<file path="config.mk">
export PLATFORM = sky130hd
export DESIGN_NAME = aes_round_sched
export DESIGN_NICKNAME = d
export VERILOG_FILES = /design/src/rtl/aes_pkg.sv /design/src/rtl/aes_key_store.sv /design/src/rtl/aes_round_sched.sv
export SDC_FILE = /design/constraint.sdc
export NUM_CORES = 2
export LEC_CHECK = 0
export BUFFER_PORTS_ARGS = -buffer_cell sky130_fd_sc_hd__buf_2
export CAP_MARGIN = 20
export CORE_MARGIN = 2
export CORE_UTILIZATION = 45
export CTS_BUF_LIST = sky130_fd_sc_hd__clkbuf_8
export DETAILED_ROUTE_END_ITERATION = 12
export PLACE_DENSITY = 0.74
export SETUP_SLACK_MARGIN = 0.5
export SLEW_MARGIN = 10
export SYNTH_ARGS = -nofsm -noshare
export SYNTH_HDL_FRONTEND = slang
export SYNTH_SLANG_ARGS = --single-unit
</file>
<file path="constraint.sdc">
create_clock -name clk -period 7.5 [get_ports clk]
set_clock_uncertainty 0.2 [all_clocks]
set_input_delay 0 -clock clk [delete_from_list [all_inputs] [get_ports clk]]
set_output_delay 0 -clock clk [all_outputs]
set_load 0.005 [all_outputs]
</file>
<file path="src/rtl/aes_pkg.sv">
// rtl/aes_pkg.sv - shared types and defaults for the AES-128 round sequencer
package aes_pkg;

  localparam int unsigned N_DEF  = 127;
  localparam int unsigned NR_DEF = 10;
  localparam int unsigned RIDX_W = 4;

  typedef enum logic [1:0] {
    IDLE  = 2'd0,
    ROUND = 2'd1,
    DONE  = 2'd2
  } sched_state_t;

  typedef logic [N_DEF:0] round_key_t;

endpackage

</file>
<file path="src/rtl/aes_key_store.sv">
// rtl/aes_key_store.sv - round-key register file with range-checked writes
module aes_key_store
  import aes_pkg::*;
#(
  parameter int unsigned N  = N_DEF,
  parameter int unsigned NR = NR_DEF
) (
  input  logic              clk,
  input  logic              rst,
  input  logic              i_we,
  input  logic              i_allow,
  input  logic [RIDX_W-1:0] i_waddr,
  input  logic [N:0]        i_wdata,
  input  logic [RIDX_W-1:0] i_raddr,
  output logic [N:0]        o_rdata,
  output logic              o_err
);

  logic [N:0] r_mem [0:NR];
  logic       r_err;
  logic       w_in_range;
  logic       w_accept;

  assign w_in_range = (i_waddr <= RIDX_W'(NR));
  assign w_accept   = i_we && i_allow && w_in_range;

  // Key storage: cleared on reset, written only when the sequencer allows it.
  always_ff @(posedge clk) begin
    if (rst) begin
      for (int i = 0; i <= int'(NR); i++) begin
        r_mem[i] <= '0;
      end
    end else if (w_accept) begin
      r_mem[i_waddr] <= i_wdata;
    end
  end

  // One-cycle error pulse for every strobe that could not land.
  always_ff @(posedge clk) begin
    if (rst) begin
      r_err <= 1'b0;
    end else begin
      r_err <= i_we && !w_accept;
    end
  end

  assign o_rdata = (i_raddr <= RIDX_W'(NR)) ? r_mem[i_raddr] : '0;
  assign o_err   = r_err;

endmodule

</file>
<file path="src/rtl/aes_round_sched.sv">
// rtl/aes_round_sched.sv - iterative AES-128 round sequencer with key store
module aes_round_sched
  import aes_pkg::*;
#(
  parameter int unsigned N  = N_DEF,
  parameter int unsigned NR = NR_DEF
) (
  input  logic       clk,
  input  logic       rst,
  input  logic       key_we,
  input  logic [3:0] key_addr,
  input  logic [N:0] key_wdata,
  output logic       key_err,
  input  logic       in_valid,
  output logic       in_ready,
  input  logic [N:0] in_block,
  output logic [N:0] rf_state,
  output logic       rf_last,
  input  logic [N:0] rf_result,
  output logic       out_valid,
  input  logic       out_ready,
  output logic [N:0] out_block,
  output logic       busy
);

  sched_state_t      r_fsm;
  sched_state_t      w_fsm_nxt;
  logic [N:0]        r_state;
  logic [RIDX_W-1:0] r_round;
  logic [RIDX_W-1:0] w_rk_addr;
  logic [N:0]        w_rk;
  logic              w_accept;
  logic              w_final;

  // In IDLE the read port serves rk[0] for the initial whitening.
  assign w_rk_addr = (r_fsm == ROUND) ? r_round : '0;
  assign w_final   = (r_round == RIDX_W'(NR));

  aes_key_store #(
    .N  (N),
    .NR (NR)
  ) u_key_store (
    .clk     (clk),
    .rst     (rst),
    .i_we    (key_we),
    .i_allow (r_fsm == IDLE),
    .i_waddr (key_addr),
    .i_wdata (key_wdata),
    .i_raddr (w_rk_addr),
    .o_rdata (w_rk),
    .o_err   (key_err)
  );

  // FSM state register.
  always_ff @(posedge clk) begin
    if (rst) begin
      r_fsm <= IDLE;
    end else begin
      r_fsm <= w_fsm_nxt;
    end
  end

  // Next-state decode and handshake outputs.
  always_comb begin
    w_fsm_nxt = r_fsm;
    in_ready  = 1'b0;
    out_valid = 1'b0;
    busy      = 1'b0;
    rf_last   = 1'b0;
    w_accept  = 1'b0;
    case (r_fsm)
      IDLE: begin
        in_ready = 1'b1;
        w_accept = in_valid;
        if (in_valid) begin
          w_fsm_nxt = ROUND;
        end
      end
      ROUND: begin
        busy    = 1'b1;
        rf_last = w_final;
        if (w_final) begin
          w_fsm_nxt = DONE;
        end
      end
      DONE: begin
        busy      = 1'b1;
        out_valid = 1'b1;
        if (out_ready) begin
          w_fsm_nxt = IDLE;
        end
      end
      default: begin
        w_fsm_nxt = IDLE;
      end
    endcase
  end

  // State register and round counter: whitening on accept, one round per ROUND cycle.
  always_ff @(posedge clk) begin
    if (rst) begin
      r_state <= '0;
      r_round <= '0;
    end else begin
      case (r_fsm)
        IDLE: begin
          if (w_accept) begin
            r_state <= in_block ^ w_rk;
            r_round <= RIDX_W'(1);
          end
        end
        ROUND: begin
          r_state <= rf_result ^ w_rk;
          if (!w_final) begin
            r_round <= r_round + RIDX_W'(1);
          end
        end
        default: begin
          r_state <= r_state;
          r_round <= r_round;
        end
      endcase
    end
  end

  assign rf_state  = r_state;
  assign out_block = r_state;

endmodule

</file>
* Word-level counts from Yosys, hierarchy flattened *
Memory sizes are Yosys's and may differ from the RTL's.
Index checks and enable logic that the tools add are counted.

cells by class
  magnitude comparators = 2
  shift-type cells = 0
  reductions and logical operators = 11
  equality and inequality tests = 8
  divide/modulo/power cells = 0
  mux-type cells = 24
  bitwise gates (word level) = 2
  $mul = 0
  add/sub/neg operators = 1

operator list
  kind                                                                    number
  128-bit 2-to-1 mux                                                      3
  128-bit case mux with 2 select lines                                    1
  128-bit XOR                                                             2
  128-bit OR reduction                                                    1
  4-bit 2-to-1 mux                                                        4
  1-bit 2-to-1 mux                                                        11
  2-bit != test (second input constant)                                   5
  4-bit <= comparator (second input constant)                             2
  4-bit case mux with 2 select lines                                      1
  2-bit 2-to-1 mux                                                        3
  2-bit case mux with 3 select lines                                      1
  3-bit AND reduction                                                     2
  4-bit by 1-bit adder with 4-bit output (second input constant)          1
  4-bit equality test (second input constant)                             1
  1-bit logical AND                                                       3
  2-bit by 1-bit equality test with 1-bit output (second input constant)  1
  2-bit equality test (second input constant)                             1
  2-bit logical NOT                                                       1
  2-bit AND reduction                                                     1
  2-bit nonzero test                                                      1
  2-bit OR reduction                                                      1
  1-bit logical NOT                                                       1

storage, ports and cells
  ROM bits = 0
  memory bits (writable) = 1408
  register bits = 135
  memories = 1
  input bits = 393
  latch bits = 0
  output and inout bits = 261

memory list
  memory             depth  bits a word  read ports  clocked after Yosys merged registers in  wr ports  RTL line             RTL
  u_key_store.r_mem  11     128          1           0                                        11        aes_key_store.sv:19  logic [N:0] r_mem [0:NR];

* Logic depth before layout (Yosys ltp) *
  depth after elaboration = 8
  gate-level depth with buffers = 12
  mapped depth without buffers = 7

* By module *
Synthesis repeated with hierarchy kept, for this count alone.

unflattened totals
  cell total of the unflattened synthesis = 5383
  area, all modules = 69272.7 um^2

modules (own cells, without submodules)
  module           cells an instance  instances  area each (um^2)
  aes_key_store    4646               1          61411.4
  aes_round_sched  737                1          7861.3

* Worst setup path after synthesis *
OpenSTA, ideal clock, no wires.

  kind = reg-to-reg
  start point = register r_fsm[0]
  end point = memory u_key_store.r_mem[7][0] (netlist name) (enable)
  setup slack = 2.445 ns
  period minus slack after synthesis = 5.055 ns
  cell stages (with the launch flop) = 7
  setup time = 0.509 ns
  arrival time = 4.345 ns
  cell sequence = dfxtp_1 inv_1 ha_1 nand2_1 nor4b_1 nand3_1 nand2b_1

RTL lines
  what                      RTL line               RTL
  start: declaration        aes_round_sched.sv:26  sched_state_t r_fsm;
  start signal: assignment  aes_round_sched.sv:59  r_fsm <= w_fsm_nxt;
  end: declaration          aes_key_store.sv:19

==> flow_metrics.env <==
export IMPL_grt_pass1_wl_mm=382
export IMPL_max_slew_margin_rel_pct=20.6
export IMPL_row_count=147
export IMPL_cts_sinks=1543
export IMPL_finish_utilization_pct=56.9
export IMPL_netlist_area_leader_share_pct=52.8
export IMPL_critical_path_class="reg2reg"
export IMPL_slew_violations=0
export IMPL_cts_buffers=234
export IMPL_rsz0062_at_grt="false"
export IMPL_layout_drive_gt1_share_pct=15.0
export IMPL_yosysSeqAreaShare_pct=60.1
export IMPL_reg2reg_from="r_fsm[1]"
export IMPL_cts_root_buffer="clkbuf_8"
export IMPL_seq_area_sq_um=43700
export IMPL_die_w_um=406
export IMPL_htreeDepth=4
export IMPL_die_area_sq_um=165000
export IMPL_cts_tree="built"
export IMPL_die_h_um=406
export IMPL_grt_ovfl_total=0
export IMPL_crit_path_max_fanout=166
export IMPL_hold_ws_ns=0.0198
export IMPL_crit_start="r_fsm[1]"
export IMPL_yosysWarningCount=0
export IMPL_period_needed_ns=5.95
export IMPL_core_area_sq_um=161000
export IMPL_setup_viol=0
export IMPL_p_per_area_nw_per_um2=265
export IMPL_synth_area_per_cell_sq_um=10.9
export IMPL_fill_cells=12500
export IMPL_max_cap_viol_count=0
export IMPL_worst_slew_pin_slew_ns=1.19
export IMPL_viasPerCell=6.07
export IMPL_synth_area_top_cells="edfxtp_1 53%, dfxtp_1 7.2%, mux2i_1 7.1%"
export IMPL_drt_iter0_markers=8782
export IMPL_synth_cell_types=42
export IMPL_crit_arrival_ns=6.68
export IMPL_multiInputGateArea_sq_um=24900
export IMPL_syn_area_sq_um=72800
export IMPL_grt_start_max_net_pins=170
export IMPL_totalWireLength_mm=262
export IMPL_antenna_found_initial=26
export IMPL_ios=654
export IMPL_fmax_mhz=168
export IMPL_fin_crit_sh_pct=79.4
export IMPL_post_dp_hpwl_mm=127
export IMPL_ant_nets=0
export IMPL_peakVddDrop_uv=215
export IMPL_hold_start="rf_result[106]"
export IMPL_placedCellCount=8826
export IMPL_synthToLayoutAreaGrowth_pct=25.6
export IMPL_gp_congestion=0.812
export IMPL_cts_resized=0
export IMPL_hp_class="in2reg"
export IMPL_nets=8328
export IMPL_end_kind="flop"
export IMPL_synth_ff_type="edfxtp_1"
export IMPL_wl_per_cell_um=25.4
export IMPL_synth_fp_nets=7050
export IMPL_start_kind="flop"
export IMPL_path_clk_slew_ns=0.07
export IMPL_synth_cells=6650
export IMPL_start_util_pct=45.3
export IMPL_dr_total_vias=62600
export IMPL_async_reset_ff_share_pct=0
export IMPL_clk_latency_ns=1.01
export IMPL_fin_cells=10300
export IMPL_final_hold_viol_count=0
export IMPL_status="complete, no violations"
export IMPL_drcViolationCount=0
export IMPL_critPathRequiredTime_ns=8.23
export IMPL_cts_path_max_buffers=3
export IMPL_synth_edf_count=1280
export IMPL_grt_use_total_pct=30.7
export IMPL_leakage_nw=34.7
export IMPL_synth_area_leader_cell="edfxtp_1"
export IMPL_tns_ns=0
export IMPL_io_buffer_count=653
export IMPL_post_cts_buffers=0
export IMPL_grt_pass1_vias=62800
export IMPL_first_pass_iters=9
export IMPL_ys_ff_latch=1543
## synth_stat cells, types with 129 or more instances
| library cell | instances |
|---|---|
| and3_1 | 129 |
| nand2_1 | 738 |
| a211oi_1 | 130 |
| clkbuf_1 | 425 |
| buf_4 | 142 |
| a21oi_1 | 262 |
| inv_1 | 262 |
| nand3_1 | 220 |
| edfxtp_1 | 1280 |
| dfxtp_1 | 263 |
| mux2i_1 | 513 |
| nor2_1 | 1203 |
## worst max-delay path, stage by stage (launching register included)
cell,delay [ns]
dfxtp_1,0.32
inv_1,0.18
ha_1,0.43
nand2_1,0.25
a211oi_4,0.31
buf_12,0.73
and3_4,0.98
buf_4,0.79
nand3_1,0.18
dlygate4sd3_1,0.63
a21oi_1,0.17
dlygate4sd3_1,0.62
## logic make-up (layout without fill, tap and decap cells)
group	count (synthesis)	in the layout	share of synthesized area, %
compound gates	1040	1040	10.5
fa+ha+maj	7	7	0.120
buf+inv	975	2465	6.09
flops	1543	1543	60.1
mux	641	641	9.04
other cells	0	13	0
simple gates	2444	2444	14.2
## flip-flops by register name (all words and copies together), names as in the netlist
register           flops
out_block            128
r_fsm                  2
r_round                4
u_key_store.o_err      1
u_key_store.r_mem   1408
## metal layers
layer | GRT usage, % | share of wire (%) | vias up
met4 | 17.8 | 6.1 | 20
met1 | 37.4 | 35 | 30100
met2 | 49.5 | 46 | 4903
met3 | 7.84 | 13 | 1175
met5 | 0 | 0.048 | -
li1 | - | - | 26400
## final cells by class
class	count	share of cell area [%]
clock inverter	182	1.19
tap	2160	2.96
timing repair buffer	1755	15.7
inverter	262	1.08
antenna	13	0.0356
sequential	1543	47.8
multi-input combinational	4132	27.2
clock buffer	266	4.01
## what timing repair did
| item | CTS | global route |
|---|---|---|
| hold buffers | 1025 | 0 |
| endpoints found under the setup margin | 0 | 0 |
| hold endpoints to repair | 1598 | 0 |
## cells in the final DEF, fill, tap and decap left out, types with 129 or more instances in the layout
master,synthesis,layout
edfxtp_1,1280,1280
nor2_1,1203,1202
dlygate4sd3_1,0,1025
nand2_1,738,729
buf_2,109,652
mux2i_1,513,513
inv_1,262,346
clkbuf_8,0,266
a21oi_1,262,262
dfxtp_1,263,260
nand3_1,220,216
a211oi_1,130,129
## per-stage QoR
stage | power [mW] | instance area [sq um] | setup slack (ns)
after detailed placement | 15.9 | 76300 | 2.85
after floorplan | 14.0 | 72800 | 2.45
final | 24.2 | 91400 | 1.55
after CTS | 23.7 | 91400 | 1.87
after global routing | 24.9 | 91400 | 1.46
after global placement | 15.8 | 76300 | 2.97
## power by group
group          switching, mW  leakage [nW]  internal, mW
sequential             0.546          15.4          9.88
combinational           4.01          16.5          2.66
clock                   3.52          2.76          3.55
## final timing paths
kind / cells past startpoint / endpoint / slack, ns
worst max-delay path: 11 / u_key_store.r_mem[10][93] / 1.55
worst min-delay path: 6 / out_block[106] / 0.02
worst max register to register: 11 / u_key_store.r_mem[10][93] / 1.55
worst min register to register: 2 / out_block[2] / 0.29
(Power assumes the default switching activity.)
